$ cat src/rtl/ir_rx_pkg.sv
// ir_rx_pkg: shared state encoding, default timing and bit-index helper for IR receivers
package ir_rx_pkg;

    typedef enum logic [2:0] {IDLE, START, ALIGN, DATA, DONE, ERR} state_t;

    localparam int DEF_DATA_BITS     = 11;
    localparam int DEF_START_EDGES   = 3;
    localparam int DEF_HALF_CYCLES   = 44500;
    localparam int DEF_BIT_CYCLES    = 89000;
    localparam int DEF_WIN_LO        = 30000;
    localparam int DEF_WIN_HI        = 60000;
    localparam int DEF_START_TIMEOUT = 200000;

    function automatic int idx(input int k, input int n, input int lsb_first);
        return (lsb_first != 0) ? k : n - 1 - k;
    endfunction

endpackage

$ cat src/rtl/ir_frame_receiver_if.sv
// ir_frame_receiver_if: IR pin input and frame result outputs of the receiver
interface ir_frame_receiver_if #(
    parameter int DATA_BITS = 11
);
    logic                 sda;
    logic [DATA_BITS-1:0] rx_data;
    logic                 rx_valid;
    logic                 rx_error;
    logic [4:0]           err_bit;
    logic                 busy;

    modport master (input sda, output rx_data, rx_valid, rx_error, err_bit, busy);
    modport slave (output sda, input rx_data, rx_valid, rx_error, err_bit, busy);
endinterface

$ cat src/rtl/ir_edge_sync.sv
// ir_edge_sync: two-flop synchroniser for an idle-high pin with fall/rise pulses
module ir_edge_sync (
    input  logic clk,
    input  logic rst,
    input  logic d,
    output logic fall,
    output logic rise
);
    logic [1:0] s;

    // shift the pin in; reset to the idle-high level so no false edge follows reset
    always_ff @(posedge clk or negedge rst)
        if (!rst) s <= 2'b11;
        else      s <= {s[0], d};

    assign fall = s == 2'b10;
    assign rise = s == 2'b01;
endmodule

$ cat src/rtl/ir_frame_receiver.sv
// ir_frame_receiver: preamble-counting, mid-bit aligned IR frame decoder that re-arms per frame
module ir_frame_receiver
    import ir_rx_pkg::*;
#(
    parameter int DATA_BITS     = DEF_DATA_BITS,
    parameter int START_EDGES   = DEF_START_EDGES,
    parameter int HALF_CYCLES   = DEF_HALF_CYCLES,
    parameter int BIT_CYCLES    = DEF_BIT_CYCLES,
    parameter int WIN_LO        = DEF_WIN_LO,
    parameter int WIN_HI        = DEF_WIN_HI,
    parameter int START_TIMEOUT = DEF_START_TIMEOUT,
    parameter int LSB_FIRST     = 1,
    parameter int CNT_W         = 32
) (
    input logic                 clk,
    input logic                 rst,
    ir_frame_receiver_if.master bus
);
    localparam logic [CNT_W-1:0] HALF_END = CNT_W'(HALF_CYCLES - 1);
    localparam logic [CNT_W-1:0] BIT_END  = CNT_W'(BIT_CYCLES - 1);
    localparam logic [CNT_W-1:0] W_LO     = CNT_W'(WIN_LO);
    localparam logic [CNT_W-1:0] W_HI     = CNT_W'(WIN_HI);
    localparam logic [CNT_W-1:0] TIMEOUT  = CNT_W'(START_TIMEOUT);
    localparam logic [2:0]       EDGES    = 3'(START_EDGES);
    localparam logic [4:0]       LAST_K   = 5'(DATA_BITS - 1);

    state_t               state, nxt;
    logic [CNT_W-1:0]     cnt, cnt_n;
    logic [2:0]           ecnt, ecnt_n;
    logic [4:0]           k, k_n;
    logic                 seen, seen_n;
    logic [DATA_BITS-1:0] sh, sh_n, data_q;
    logic [4:0]           err_q;
    logic                 fall, rise;
    int                   bi;

    ir_edge_sync u_sync (.clk(clk), .rst(rst), .d(bus.sda), .fall(fall), .rise(rise));

    assign bi = idx(int'(k), DATA_BITS, LSB_FIRST);

    // next-state and datapath updates; the window test excludes the bit's last cycle so sh is final there
    always_comb begin
        nxt    = state;
        cnt_n  = cnt + 1'b1;
        ecnt_n = ecnt;
        k_n    = k;
        seen_n = seen;
        sh_n   = sh;
        case (state)
            IDLE: begin
                cnt_n = '0;
                if (fall) begin
                    ecnt_n = 3'd1;
                    nxt    = (START_EDGES == 1) ? ALIGN : START;
                end
            end
            START: begin
                if (fall) begin
                    cnt_n  = '0;
                    ecnt_n = ecnt + 1'b1;
                    nxt    = (ecnt_n == EDGES) ? ALIGN : START;
                end else if (cnt == TIMEOUT) begin
                    nxt = IDLE;
                end
            end
            ALIGN: begin
                if (cnt == HALF_END) begin
                    nxt    = DATA;
                    cnt_n  = '0;
                    k_n    = '0;
                    seen_n = 1'b0;
                end
            end
            DATA: begin
                if (cnt > W_LO && cnt < W_HI && (fall || rise)) begin
                    seen_n = 1'b1;
                    for (int i = 0; i < DATA_BITS; i++)
                        if (i == bi) sh_n[i] = fall;
                end
                if (cnt == BIT_END) begin
                    cnt_n = '0;
                    if (!seen) nxt = ERR;
                    else if (k == LAST_K) nxt = DONE;
                    else begin
                        k_n    = k + 1'b1;
                        seen_n = 1'b0;
                    end
                end
            end
            default: begin
                cnt_n = '0;
                nxt   = IDLE;
            end
        endcase
    end

    // state, counters and result registers; results load as the FSM enters DONE/ERR so they line up with the pulse
    always_ff @(posedge clk or negedge rst)
        if (!rst) begin
            state  <= IDLE;
            cnt    <= '0;
            ecnt   <= '0;
            k      <= '0;
            seen   <= 1'b0;
            sh     <= '0;
            data_q <= '0;
            err_q  <= '0;
        end else begin
            state  <= nxt;
            cnt    <= cnt_n;
            ecnt   <= ecnt_n;
            k      <= k_n;
            seen   <= seen_n;
            sh     <= sh_n;
            data_q <= (nxt == DONE) ? sh_n : data_q;
            err_q  <= (nxt == ERR) ? k : err_q;
        end

    assign bus.rx_data  = data_q;
    assign bus.err_bit  = err_q;
    assign bus.rx_valid = state == DONE;
    assign bus.rx_error = state == ERR;
    assign bus.busy     = state != IDLE;
endmodule
$ cat src/flat_wrapper.sv
// flat-port wrapper written by rule: the top's interface ports become plain ports
module ir_frame_receiver_flat import ir_rx_pkg::*;
#(
    parameter int DATA_BITS     = DEF_DATA_BITS,
    parameter int START_EDGES   = DEF_START_EDGES,
    parameter int HALF_CYCLES   = DEF_HALF_CYCLES,
    parameter int BIT_CYCLES    = DEF_BIT_CYCLES,
    parameter int WIN_LO        = DEF_WIN_LO,
    parameter int WIN_HI        = DEF_WIN_HI,
    parameter int START_TIMEOUT = DEF_START_TIMEOUT,
    parameter int LSB_FIRST     = 1,
    parameter int CNT_W         = 32
)
  (clk, rst, bus_sda, bus_rx_data, bus_rx_valid, bus_rx_error, bus_err_bit, bus_busy);
  ir_frame_receiver_if #(.DATA_BITS(DATA_BITS)) bus_i ();
  input logic clk;
  input logic rst;
  input wire logic [$bits(bus_i.sda)-1:0] bus_sda;
  output wire logic [$bits(bus_i.rx_data)-1:0] bus_rx_data;
  output wire logic [$bits(bus_i.rx_valid)-1:0] bus_rx_valid;
  output wire logic [$bits(bus_i.rx_error)-1:0] bus_rx_error;
  output wire logic [$bits(bus_i.err_bit)-1:0] bus_err_bit;
  output wire logic [$bits(bus_i.busy)-1:0] bus_busy;
  assign bus_i.sda = bus_sda;
  assign bus_rx_data = bus_i.rx_data;
  assign bus_rx_valid = bus_i.rx_valid;
  assign bus_rx_error = bus_i.rx_error;
  assign bus_err_bit = bus_i.err_bit;
  assign bus_busy = bus_i.busy;
  ir_frame_receiver #(.DATA_BITS(DATA_BITS), .START_EDGES(START_EDGES), .HALF_CYCLES(HALF_CYCLES), .BIT_CYCLES(BIT_CYCLES), .WIN_LO(WIN_LO), .WIN_HI(WIN_HI), .START_TIMEOUT(START_TIMEOUT), .LSB_FIRST(LSB_FIRST), .CNT_W(CNT_W)) u_core (.clk(clk), .rst(rst), .bus(bus_i));
endmodule
$ cat config.mk
export PLATFORM = sky130hd
export DESIGN_NAME = ir_frame_receiver_flat
export DESIGN_NICKNAME = d
export VERILOG_FILES = /design/src/rtl/ir_rx_pkg.sv /design/src/rtl/ir_frame_receiver_if.sv /design/src/rtl/ir_edge_sync.sv /design/src/rtl/ir_frame_receiver.sv /design/src/flat_wrapper.sv
export SDC_FILE = /design/constraint.sdc
export NUM_CORES = 1
export LEC_CHECK = 0
export ABC_AREA = 1
export ABC_CLOCK_PERIOD_IN_PS = 2100
export CAP_MARGIN = 30
export CELL_PAD_IN_SITES_DETAIL_PLACEMENT = 1
export CELL_PAD_IN_SITES_GLOBAL_PLACEMENT = 1
export CORE_UTILIZATION = 40
export DETAILED_ROUTE_END_ITERATION = 7
export GPL_TIMING_DRIVEN = 0
export PLACE_DENSITY = 0.83
export SYNTH_ARGS = -nofsm -noshare
export SYNTH_HDL_FRONTEND = slang
export SYNTH_SLANG_ARGS = --single-unit
$ cat constraint.sdc
create_clock -name clk -period 2.1 [get_ports clk]
set_input_delay 0.315 -clock clk [delete_from_list [all_inputs] [get_ports clk]]
set_output_delay 0.315 -clock clk [all_outputs]
set_load 0.005 [all_outputs]
==> results of run 1 <==
state kept, by name, summed over array words and instances (netlist names):
name,cells
u_core.cnt,32
u_core.bus.rx_data,11
u_core.sh,11
u_core.bus.err_bit,5
u_core.k,5
u_core.ecnt,3
u_core.state,3
u_core.u_sync.s,2
u_core.seen,1
per-stage QoR:
stage               TNS, ns  instances  cell area [sq um]  hold slack [ns]
global placement    -138.03        777               4840            0.356
detailed placement   -0.132        778               4870            0.242
floorplan                 0        616               4460           0.0194
finish                    0        805               5290            0.343
global route        -0.0639        805               5290            0.347
CTS                       0        799               5150            0.330
metal layers:
layer | share of wire | track usage | up-vias
met2 | 0.47 | 0.367 | 55
met1 | 0.48 | 0.326 | 2034
li1 | - | - | 2021
met5 | 0 | 0 | -
met4 | 0.015 | 0.105 | 0
met3 | 0.036 | 0.0369 | 15
synthesized netlist by cell type, drive strengths merged:
library cell and instances:
nor3 23, inv 91, buf 13, nand2 162
xor2 16, dfstp 2, clkbuf 1, a21oi 9
and3 4, clkinv 1, o211ai 1, nor4 7
or2 1, o22ai 1, and2 1, a31oi 2
nand3 41, o21ai 33, nor3b 1, nor2 111
nand4 14, nand3b 1, dfrtp 71, ha 9
worst reg2reg max path, stage by stage (launching register included):
cell and delay [ns]:
sky130_fd_sc_hd__dfstp_2 0.54, sky130_fd_sc_hd__inv_2 0.04, sky130_fd_sc_hd__ha_4 0.20, sky130_fd_sc_hd__or2_1 0.21, sky130_fd_sc_hd__nor2_1 0.11, sky130_fd_sc_hd__nand3_1 0.13
sky130_fd_sc_hd__nor2_4 0.24, sky130_fd_sc_hd__buf_6 0.16, sky130_fd_sc_hd__nand2_1 0.05, sky130_fd_sc_hd__nand2_1 0.10, sky130_fd_sc_hd__nand2_2 0.07, sky130_fd_sc_hd__o21ai_2 0.14
power by group through the flow:
stage	logic [mW]	registers, mW	clock network, mW
5_1_grt	0.936	1.64	1.26
3_5_place_dp	0.753	1.63	0
2_1_floorplan	0.533	1.61	0
3_3_place_gp	0.711	1.62	0
6_report	0.828	1.62	1.17
4_1_cts	0.766	1.61	1.20
timing repair:
item | CTS | global route
hold endpoints to repair | 20 | 0
resized for setup | 12 | 26
pin swaps | 9 | 5
cloned | 2 | 0
endpoints found under the setup margin | 13 | 56
hold buffers | 1 | 0
setup buffers | 2 | 6
path summary, 6_finish.rpt:
path / slack (ns) / from / end
min reg2reg: 0.36 / u_core.u_sync.s[0]$_DFF_PN1_ / u_core.u_sync.s[1]$_DFF_PN1_
min: 0.34 / bus_sda / u_core.u_sync.s[0]$_DFF_PN1_
max in group asynchronous: 1.15 / rst / u_core.state[0]$_DFF_PN0_
max: 0.07 / u_core.u_sync.s[0]$_DFF_PN1_ / u_core.bus.rx_data[4]$_DFFE_PN0N_
max reg2reg: 0.07 / u_core.u_sync.s[0]$_DFF_PN1_ / u_core.bus.rx_data[4]$_DFFE_PN0N_
min in group asynchronous: 0.38 / rst / u_core.cnt[25]$_DFF_PN0_
cell families after synthesis:
group | count (synthesis)
and+or+nand+nor | 366
buffers and inverters | 106
DFF | 73
AOI/OAI and AO/OA | 46
xor gates and xnor gates | 16
adders and majority gates | 9
area by class of cell:
type / instances / area [sq um] / area share
clock buffer: 10 / 138 / 0.0260
inverter: 92 / 347 / 0.0655
timing repair buffer: 33 / 332 / 0.0627
tap: 140 / 175 / 0.0331
clock inverter: 6 / 66.3 / 0.0125
buffer: 14 / 124 / 0.0234
multi-input combinational: 437 / 2270 / 0.430
sequential: 73 / 1840 / 0.347
placed cells by master, fill, tap and decap left out, types with 2 or more instances in the layout:
| master | count |
|---|---|
| sky130_fd_sc_hd__o21ai_1 | 13 |
| sky130_fd_sc_hd__nand3_1 | 36 |
| sky130_fd_sc_hd__buf_2 | 3 |
| sky130_fd_sc_hd__clkdlybuf4s50_1 | 20 |
| sky130_fd_sc_hd__dfstp_2 | 2 |
| sky130_fd_sc_hd__xor2_1 | 16 |
| sky130_fd_sc_hd__dfrtp_2 | 5 |
| sky130_fd_sc_hd__nor2_4 | 10 |
| sky130_fd_sc_hd__a31oi_1 | 2 |
| sky130_fd_sc_hd__nor2_2 | 7 |
| sky130_fd_sc_hd__and3_1 | 4 |
| sky130_fd_sc_hd__buf_4 | 11 |
| sky130_fd_sc_hd__a21oi_1 | 8 |
| sky130_fd_sc_hd__clkinvlp_4 | 3 |
| sky130_fd_sc_hd__nor3_1 | 21 |
| sky130_fd_sc_hd__nand2_2 | 18 |
| sky130_fd_sc_hd__clkinv_2 | 2 |
| sky130_fd_sc_hd__ha_1 | 7 |
| sky130_fd_sc_hd__o21ai_0 | 19 |
| sky130_fd_sc_hd__nor2_1 | 94 |
| sky130_fd_sc_hd__inv_2 | 11 |
| sky130_fd_sc_hd__dfrtp_1 | 66 |
| sky130_fd_sc_hd__clkbuf_8 | 10 |
| sky130_fd_sc_hd__buf_6 | 9 |
| sky130_fd_sc_hd__inv_1 | 80 |
| sky130_fd_sc_hd__nand2_1 | 143 |
| sky130_fd_sc_hd__nand4_1 | 14 |
| sky130_fd_sc_hd__nand3_2 | 4 |
| sky130_fd_sc_hd__ha_4 | 2 |
| sky130_fd_sc_hd__nor4_1 | 6 |
==> impl.org, run 1 <==
** Global route
- The first global-routing pass estimated 20.9 mm of wire.
- Pin count of the biggest net entering global routing :: 52
- Number of global-route vias before repair :: 4232
- The initial antenna violation count was 0.
- Global-route usage over all layers :: 0.237
- For this run the aggregate overflow at the end of global routing stands at 0.

** Clock network
- Deepest clock path buffer count :: 2
- Clock sink count :: 73
- CTS Buf Count :: 9
- Reg clk slew, reported paths :: 0.09 ns
- In this run the clock root is driven by a sky130_fd_sc_hd__clkbuf_8.
- The later pin in the worst-skew pair is clocked with a latency of 0.38 ns.
- TritonCTS built the clock tree.
- Maximum level of the CTS H-tree :: 3

** Detailed routing
- Routed len/inst :: 15.6 um
- In this run the remaining antenna-violating nets after routing total 0.
- Routed vias/inst :: 5.12
- Number of DRC markers after the initial detailed-route iteration :: 150
- Remaining DRCs :: 2
- Count of vias placed by the detailed router :: 4125
- The first TritonRoute pass finished after 6 iterations.
- Summed over all layers, the routed wires come to 12.5 mm.

** Pwr
- Total power for the finished layout comes to 3.62 mW.
- The share of total power dissipated in combinational logic is 0.228.
- The analysis attributes to cell leakage a power of 2.49 nW.
- Net Sw Frac :: 0.349
- Summed over all nets, the switching power comes to 1.26 mW.
- PwrDens :: 685 nW/um^2
- The share of total power dissipated in sequential elements is 0.448.
- VDD sags by at most 0.000497 V.
- Of the total power, the clock network draws 0.323.
- Cell internal power was estimated by the tool at 2.36 mW.

** Hold path
- Hold Path Class :: input port to flip-flop
- Worst hold path cell count :: 1

** Status
- Failing checks :: DRC
- The flow ran to the end, but the final reports show violations.

** Synthesis
- Synthesized instance count :: 616
- For this run, the register share of the synthesized area comes to 0.410.
- Yosys warning total :: 0
- Share of the synthesized area in the top cell type :: 0.399
- Syn avg cell area :: 7.24 sq um
- Of the total synthesized cell area, the portion taken by AND, OR, NAND and NOR gates is 0.377.
- Synth Net Count :: 628
- Number of register bits inferred by synthesis :: 73
- The biggest area contributor in the post-synthesis netlist is sky130_fd_sc_hd__dfrtp_1.
- Synth top area cells :: sky130_fd_sc_hd__dfrtp_1, sky130_fd_sc_hd__nand2_1, sky130_fd_sc_hd__nor2_1
- Combinational family with the most area after synthesis :: simple AND/OR/NAND/NOR gates
- The synthesized netlist contains 37 unique library cells.
- The compound-cell area share of the yosys netlist is 0.0539.
- Combined area of all synthesized cells :: 4460 sq um
- Synth Area in XOR/XNOR :: 0.0314
- After synthesis, the share of cell area in mux cells is 0.
- Synthesized-area fraction occupied by adder cells :: 0.0253

** Finish
- Fill cells in the final layout number 1404.
- Final cell utilization of the core :: 0.488
- The repair_antennas step left the layout with diodes totalling 0.
- Layout-stage area growth over the synthesis result :: 18.6%
- Net count of the finished layout :: 672
- Of the cells placed in the final design, the portion with a size suffix greater than 1 is 0.164.

** STA
- The number of failing hold endpoints at the final stage came to 0.
- RSZ-0062 raised after global routing :: yes
- Pins over their slew limit :: 0
- Final critical-path setup slack :: 0.0685 ns
- Clock Skews :: 0.0113 ns
- After layout, the minimum clock period comes to 2.03 ns.
- In the finished design, the share of the clock period the worst path needs comes to 0.967.
- Count of endpoints failing setup in the final report :: 0
- Worst slew pin tran :: 0.596 ns
- Measured against its own limit, the worst slew margin works out to 0.599.
- Maximum clock frequency :: 492 MHz

** Worst setup path
- Series of cell instances along the critical path :: inv_2 > ha_4 > or2_1 > nor2_1 > nand3_1 > nor2_4 > buf_6 > nand2_1 > nand2_1 > nand2_2 > o21ai_2
- Largest stage delay on the critical path :: 0.54 ns
- The worst setup path is captured at a flip-flop.
- Biggest fanout along the worst timing path :: 5
- Start-to-end type of the worst setup path :: flip-flop to flip-flop
- Most common cell type on the critical path :: sky130_fd_sc_hd__nand2_1
- Grouping stages by cell kind, the critical path spends the most delay in simple AND/OR/NAND/NOR gates.
- The worst setup path is launched from a flip-flop.
- STA puts the critical path data required time at 2.41 ns.
- Counting buffers and inverters, the worst setup path is 11 cells deep.
- The largest individual stage delay along the critical path comes from the cell sky130_fd_sc_hd__dfstp_2.
- At the worst endpoint, the arrival time is 2.34 ns.
- For the worst flop-to-flop path, the logic depth is 11.
- Total buffers and inverters traversed by the critical path :: 2

** Floorplanning
- The die covers 11600 sq um.
- After floorplanning, the core was sized to cover 10800 sq um.
- Starting utilization of the core area :: 0.411
- Number of core rows :: 38
- From bottom edge to top edge, the die measures 108 um.
- Number of top-level pins :: 22
- Width of the die :: 108 um

** Placed design
- Routability-driven placement finished with a final weighted congestion of 0.876.
- At the placement stage, the worst setup path has a slack of -0.0480 ns.
- Detailed placement finished with a half-perimeter wire length of 9.21 mm.
- Total of buffers placed on input and output ports :: 21

** Run
- Across the run, the number of max-cap violations was 0.
Note: power is estimated with default switching activity, not from simulation.
==> run 2: changes to the inputs <==
--- a/config.mk
+++ b/config.mk
@@ -10,10 +10,12 @@
 export CAP_MARGIN = 30
 export CELL_PAD_IN_SITES_DETAIL_PLACEMENT = 1
 export CELL_PAD_IN_SITES_GLOBAL_PLACEMENT = 1
-export CORE_UTILIZATION = 40
+export CORE_UTILIZATION = 45
 export DETAILED_ROUTE_END_ITERATION = 7
 export GPL_TIMING_DRIVEN = 0
-export PLACE_DENSITY = 0.83
+export HOLD_SLACK_MARGIN = 0.08
+export PLACE_DENSITY = 0.91
+export SETUP_SLACK_MARGIN = 0.1
 export SYNTH_ARGS = -nofsm -noshare
 export SYNTH_HDL_FRONTEND = slang
 export SYNTH_SLANG_ARGS = --single-unit
==> run 2 against run 1 <==
  * The run ends with DRC, setup timing left
  * Global-route usage up 4.6 points
  * Routed wire length rose by 54%
  * Core utilization is 12 points higher
  * Critical path type unchanged
==> impl.org, run 2 (synthesized netlist as in run 1, its figures left out) <==
** Finish
- Leaving out fill and tap cells, the most frequent cell in the layout is sky130_fd_sc_hd__nand2_1.
- For this run, the share of the core covered by cells in the final layout is 0.608.
- The finished cells cover 5720 sq um.
- Antenna cell count :: 0
- At the end of the flow, the number of nets in the layout was 701.
- Max FFs per register :: 32
- Of the cells placed in the final design, the portion with a size suffix greater than 1 is 0.264.
- From synthesis to final layout, the design area changed by 28.4%.
- Largest register by flop count :: u_core.cnt
- The filler cells instantiated in the layout total 1165.
- Most used cells in the layout excluding fill and tap cells :: sky130_fd_sc_hd__nand2_1, sky130_fd_sc_hd__nor2_1, sky130_fd_sc_hd__inv_1, sky130_fd_sc_hd__dfrtp_1, sky130_fd_sc_hd__buf_4

** Clock network
- TritonCTS built the clock tree.
- The clock tree synthesis step divided the H-tree into 3 levels.
- After clock tree synthesis, the clock-pin slew on the worst setup and hold paths is 0.10 ns.
- Clock sink count :: 73
- CTS Buf Count :: 9
- CTS root buffer :: sky130_fd_sc_hd__clkbuf_8
- At the later pin of the worst-skew pair, clock insertion delay measures 0.37 ns.
- In this run the deepest clock path goes through 2 buffers.

** Floorplanning
- After floorplanning, the core was divided into 35 placement rows.
- Core outline area :: 9420 sq um
- Die height :: 102 um
- Number of top-level pins :: 22
- The initial utilization of the core area, before any placement, comes to 0.473.
- The die is 102 um wide.
- Die Footprint :: 10300 sq um

** Pwr
- Static power due to leakage :: 2.72 nW
- Across the VDD grid, the largest voltage drop is 0.000518 V.
- Power consumption :: 4.24 mW
- PwrDens :: 741 nW/um^2

** STA
- For the pin with the worst max-slew slack, the measured transition is 0.568 ns.
- Across all hold checks on the routed design, the worst slack comes to 0.372 ns.
- After layout, the worst setup slack is -0.125 ns.
- Final Hold Fails :: 0
- Maximum clock frequency :: 449 MHz
- Min Tclk post-route :: 2.22 ns
- Pins over their slew limit :: 0
- Relative max-transition margin :: 0.618
- Final-layout setup total negative slack :: -2.94 ns
- In the finished design, the share of the clock period the worst path needs comes to 1.06.
- Across the routed clock network, the largest skew measured is 0.0174 ns.
- Setup repair after global routing could not meet its margin everywhere.
- Count of endpoints failing setup in the final report :: 49

** Detailed routing
- Number of iterations in the first detailed-routing pass :: 7
- The routed layout has 4983 vias.
- After detailed routing, the number of vias per cell comes to 6.05.
- The count of nets left with antenna violations once routing finished came out at 0.
- Number of DRC markers after the initial detailed-route iteration :: 444
- Routed len/inst :: 23.5 um
- After detailed routing, the total wire length is 19.4 mm.
- For this run, design rule violations remaining after detail routing come to 1.

** Global route
- The total overflow left after global routing is 0.
- In the global route stage, met3 resource usage came out at 0.0476.
- Wire length of the first global-routing pass :: 22.1 mm
- The initial antenna violation count was 0.
- For this run, global-route usage on met1 was measured as 0.377.
- Busiest layer in global routing :: met2
- Entering global routing, the biggest net connects 49 pins.
- For this run, the total global-route usage over all layers was measured as 0.283.
- Met2 track utilization from global routing :: 0.460
- Number of global-route vias before repair :: 4432

** Worst setup path
- STA classifies the critical path endpoint as a flip-flop.
- The worst setup path is launched from a flip-flop.
- Start-to-end type of the worst setup path :: flip-flop to flip-flop
- Req. time, crit path :: 2.40 ns
- Data arrival at the endpoint of the critical path :: 2.52 ns
- Biggest fanout along the worst timing path :: 6

** Placed design
- The HPWL after detailed placement is 9.29 mm.
- Total of buffers placed on input and output ports :: 21
- The congestion estimate from routability-driven global placement came to 0.930.
- Cell area reported after detailed placement :: 4850 sq um

** Run
- Across the run, the number of max-cap violations was 0.

** Hold path
- Hold Path Class :: input port to flip-flop

** Status
- The run finished, with violations left.
- Failing checks :: DRC, setup timing
run 2: cell count changes in the layout (fill, tap and decap cells not counted), sizes merged:
cell / previous run / this run
clkinvlp: 3 / 1
inv: 92 / 93
nand2: 162 / 163
buf: 25 / 52
clkbuf: 11 / 13
run 2: worst max-delay path, cell delays in order (launching register included):
cell and delay (ns):
sky130_fd_sc_hd__dfrtp_1 0.47, sky130_fd_sc_hd__inv_1 0.17, sky130_fd_sc_hd__ha_1 0.23, sky130_fd_sc_hd__nand2_1 0.18, sky130_fd_sc_hd__nor4_2 0.54, sky130_fd_sc_hd__nand2_1 0.18, sky130_fd_sc_hd__nand2_1 0.14, sky130_fd_sc_hd__nand2_2 0.08
sky130_fd_sc_hd__o21ai_1 0.16
run 2: power breakdown:
group | leakage, nW | internal (mW) | total [mW] | switching [mW]
clock | 0.110 | 0.624 | 1.28 | 0.652
combinational | 1.63 | 0.481 | 1.30 | 0.819
sequential | 0.973 | 1.51 | 1.67 | 0.157
run 2: per-layer routing:
layer  wire length [um]  vias to the layer above  share of wire
met4               1160                        0          0.060
met2               9330                      333           0.48
met3               1450                      111          0.075
met1               7420                     2461           0.38
li1                   -                     2078              -
met5                  0                        -              0
run 2: final cells by class:
class,instances,area [sq um],area share
repair buffers,61,563,0.0984
plain buffers,14,131,0.0230
clock buffers,11,151,0.0264
well taps,129,161,0.0282
clock inverters,5,61.3,0.0107
inverters,92,352,0.0614
multi-input cells,438,2460,0.430
flip-flops and latches,73,1840,0.322
run 2: worst paths after layout:
| path | startpoint | to | slack (ns) | depth (start not counted) |
|---|---|---|---|---|
| min in group asynchronous | rst | u_core.cnt[29]$_DFF_PN0_ | 0.39 | 2 |
| max reg2reg | u_core.k[1]$_DFFE_PN0P_ | u_core.bus.rx_data[1]$_DFFE_PN0N_ | -0.12 | 8 |
| min reg2reg | u_core.bus.rx_data[10]$_DFFE_PN0N_ | u_core.bus.rx_data[10]$_DFFE_PN0N_ | 0.49 | 2 |
| max | u_core.k[1]$_DFFE_PN0P_ | u_core.bus.rx_data[1]$_DFFE_PN0N_ | -0.12 | 8 |
| min | bus_sda | u_core.u_sync.s[0]$_DFF_PN1_ | 0.37 | 1 |
| max in group asynchronous | rst | u_core.state[0]$_DFF_PN0_ | 1.09 | 3 |
run 2: through the flow:
stage | std cells | worst slack [ns]
floorplan | 616 | 0.255
global placement | 766 | -1.83
detailed placement | 767 | -0.0178
CTS | 790 | 0.0820
global route | 823 | -0.206
finish | 823 | -0.125
run 2: what timing repair did:
action / 4_1_cts / 5_1_grt
buffers inserted: 4 / 31
hold buffers: 1 / 0
gates resized for setup: 22 / 81
pin swaps: 8 / 27
endpoints found under the setup margin: 60 / 66
hold endpoints to repair: 23 / 0
gates cloned: 2 / 2
==> run 3: changes to the inputs <==
--- a/config.mk
+++ b/config.mk
@@ -15,6 +15,7 @@
 export GPL_TIMING_DRIVEN = 0
 export HOLD_SLACK_MARGIN = 0.08
 export PLACE_DENSITY = 0.91
+export REMOVE_ABC_BUFFERS = 1
 export SETUP_SLACK_MARGIN = 0.1
 export SYNTH_ARGS = -nofsm -noshare
 export SYNTH_HDL_FRONTEND = slang
==> run 3 against run 2 <==
  * The run ends with setup timing left
  * Combinational power up 6%
  * Die area unchanged
  * Routed wire length up 12%
  * Flip-flop and latch count unchanged
  * Register-to-register slack worse by 0.06 ns
  * Largest power group unchanged
==> impl.org, run 3 (synthesized netlist as in run 1, its figures left out) <==
** Floorplanning
- Number of top-level pins :: 22
- Width of the die :: 102 um
- The floorplan has 35 rows.
- The floorplan step defined a core boundary enclosing 9420 sq um.
- Die height :: 102 um
- The initial utilization of the core area, before any placement, comes to 0.473.
- The die covers 10300 sq um.

** STA
- Final Hold Slack :: 0.336 ns
- Relative max-transition margin :: 0.527
- Setup repair after global routing could not meet its margin everywhere.
- For this run, the top clock speed supported by timing is 438 MHz.
- Final critical-path setup slack :: -0.181 ns
- Final Hold Fails :: 0
- Worst slew pin tran :: 0.704 ns
- In the finished design, the share of the clock period the worst path needs comes to 1.09.
- Adding up every negative setup slack in the final design gives -3.66 ns.
- The final number of max-transition violations came to 0.
- Count of endpoints failing setup in the final report :: 47
- Clock Skews :: 0.0117 ns
- Min Tclk post-route :: 2.28 ns

** Clock network
- TritonCTS clock tree :: done
- Clock tree synthesis selected as its root buffer the cell sky130_fd_sc_hd__clkbuf_8.
- Reg clk slew, reported paths :: 0.10 ns
- CTS Buf Count :: 9
- Clock network latency to the later pin of the worst-skew pair :: 0.38 ns
- The H-tree was split into 3 levels.
- CTS saw 73 sinks.
- The clock passes through at most 2 buffers.

** Run
- Across the run, the number of max-cap violations was 0.

** Placed design
- Counting tap cells, the placed design contains a total of 753 instances.
- Global placer's final weighted congestion :: 0.900
- Pre-CTS setup slack :: -0.420 ns
- Total of buffers placed on input and output ports :: 21
- Half-perimeter wire length of the detailed placement result :: 9.02 mm
- Cell area reported after detailed placement :: 4750 sq um

** Worst setup path
- Critical path depth in cells :: 13
- Biggest fanout along the worst timing path :: 5
- For this run, the slowest stage of the critical path takes 0.45 ns.
- The worst setup path is launched from a flip-flop.
- The critical path goes through nand2_1 > inv_1 > o21ai_0 > nand2_1 > nand2_1 > nand3_4 > buf_6 > nor2_4 > buf_4 > nand2_1 > nand2_1 > nand2_1 > o21ai_1.
- The number of buffers and inverters on the critical path is 3.
- Cells on worst reg2reg path :: 13
- Data arrival at the endpoint of the critical path :: 2.60 ns
- The critical path starts at u_core.cnt[8]$_DFF_PN0_.
- Req. time, crit path :: 2.42 ns
- CP endpoint kind :: flip-flop
- The cell that appears most often on the critical path is sky130_fd_sc_hd__nand2_1.
- R2r startpoint :: u_core.cnt[8]$_DFF_PN0_
- The slowest stage of the critical path is the sky130_fd_sc_hd__dfrtp_1 cell.
- The kind of cell with the highest combined delay along the critical path is simple AND/OR/NAND/NOR gates.
- Start-to-end type of the worst setup path :: flip-flop to flip-flop

** Detailed routing
- Number of iterations in the first detailed-routing pass :: 6
- Number of DRC markers after the initial detailed-route iteration :: 485
- Dividing the detail-routed wire length by the instance count gives 25.9 um.
- Using the TritonRoute via totals, the vias-per-cell ratio works out to 6.21.
- For this block, the via count after detailed routing is 5215.
- Remaining DRCs :: 0
- The count of nets left with antenna violations once routing finished came out at 0.
- The routed design has 21.7 mm of wire.

** Finish
- Fillers :: 1114
- At the end of the flow, the number of nets in the layout was 718.
- Total non-filler cell area in the finished layout :: 6080 sq um
- From synthesis to final layout, the design area changed by 36.3%.
- Antenna cell count :: 0
- Share of cells above drive strength 1 :: 0.352
- Non-filler cells, final :: 840
- In the layout the commonest cells are sky130_fd_sc_hd__nand2_1, sky130_fd_sc_hd__nor2_1, sky130_fd_sc_hd__inv_1, sky130_fd_sc_hd__buf_4, sky130_fd_sc_hd__dfrtp_1.
- Max FFs per register :: 32
- Counting flops per register, the top entry is u_core.cnt.
- The library cell used most frequently in the layout, excluding fill and tap cells, is sky130_fd_sc_hd__nand2_1.

** Global route
- Global-route usage over all layers :: 0.324
- The via count of the first global-routing pass came to 4856.
- The total overflow left after global routing is 0.
- Entering global routing, the biggest net connects 47 pins.
- Wire length of the first global-routing pass :: 25.2 mm
- The initial antenna violation count is 0.

** Pwr
- PwrDens :: 703 nW/um^2
- Static power due to leakage :: 2.79 nW
- Worst VDD drop :: 0.000683 V

** Status
- The checks that failed: setup timing.
- The run finished, with violations left.

** Hold path
- Critical hold path startpoint :: bus_sda
- The tightest min-delay check is of the input port to flip-flop type.
- Worst hold path cell count :: 1
[run 3: cell type report]
class | count | area [sq um] | area share
multi-input cells | 441 | 2680 | 0.440
flip-flops and latches | 73 | 1860 | 0.306
repair buffers | 89 | 822 | 0.135
inverters | 92 | 359 | 0.0591
well taps | 129 | 161 | 0.0266
clock buffers | 9 | 124 | 0.0204
clock inverters | 7 | 77.6 | 0.0128
[run 3: power by group]
group | switching [mW] | total (mW) | leakage (nW) | internal (mW)
logic | 0.883 | 1.38 | 1.74 | 0.493
clock network | 0.667 | 1.23 | 0.100 | 0.560
registers | 0.160 | 1.67 | 0.954 | 1.51
[run 3: repair_timing]
| item | in CTS | in global routing |
|---|---|---|
| pin swaps | 13 | 50 |
| setup endpoints to repair | 64 | 66 |
| endpoints found under the hold margin | 25 | 0 |
| buffers inserted | 15 | 49 |
| gates cloned | 3 | 3 |
| hold buffers | 1 | 0 |
| resized for setup | 22 | 146 |
[run 3: worst reg2reg max path, cell delays in order (launching register included)]
cell	delay, ns
sky130_fd_sc_hd__dfrtp_1	0.45
sky130_fd_sc_hd__nand2_1	0.14
sky130_fd_sc_hd__inv_1	0.14
sky130_fd_sc_hd__o21ai_0	0.33
sky130_fd_sc_hd__nand2_1	0.11
sky130_fd_sc_hd__nand2_1	0.13
sky130_fd_sc_hd__nand3_4	0.11
sky130_fd_sc_hd__buf_6	0.14
sky130_fd_sc_hd__nor2_4	0.16
sky130_fd_sc_hd__buf_4	0.17
sky130_fd_sc_hd__nand2_1	0.06
sky130_fd_sc_hd__nand2_1	0.09
sky130_fd_sc_hd__nand2_1	0.07
sky130_fd_sc_hd__o21ai_1	0.11
[run 3: path summary, 6_finish.rpt]
check	endpoint	slack, ns
max	u_core.bus.rx_data[1]$_DFFE_PN0N_	-0.18
min in group asynchronous	u_core.state[1]$_DFF_PN0_	0.41
max reg2reg	u_core.bus.rx_data[1]$_DFFE_PN0N_	-0.18
max in group asynchronous	u_core.k[1]$_DFFE_PN0P_	1.10
min reg2reg	u_core.bus.rx_data[1]$_DFFE_PN0N_	0.50
min	u_core.u_sync.s[0]$_DFF_PN1_	0.34
[run 3: per-layer routing]
metal,vias up,share of wire,track usage
met1,2525,0.37,0.407
met4,0,0.063,0.154
met5,-,0,0
met2,423,0.47,0.545
met3,142,0.095,0.0524
li1,2125,-,-
[run 3: per-stage QoR]
step           power (mW)   util
6_report             4.27  0.646
5_1_grt              4.37  0.646
4_1_cts              3.62  0.555
3_5_place_dp         2.35  0.505
3_3_place_gp         2.28  0.501
2_1_floorplan        2.11      -
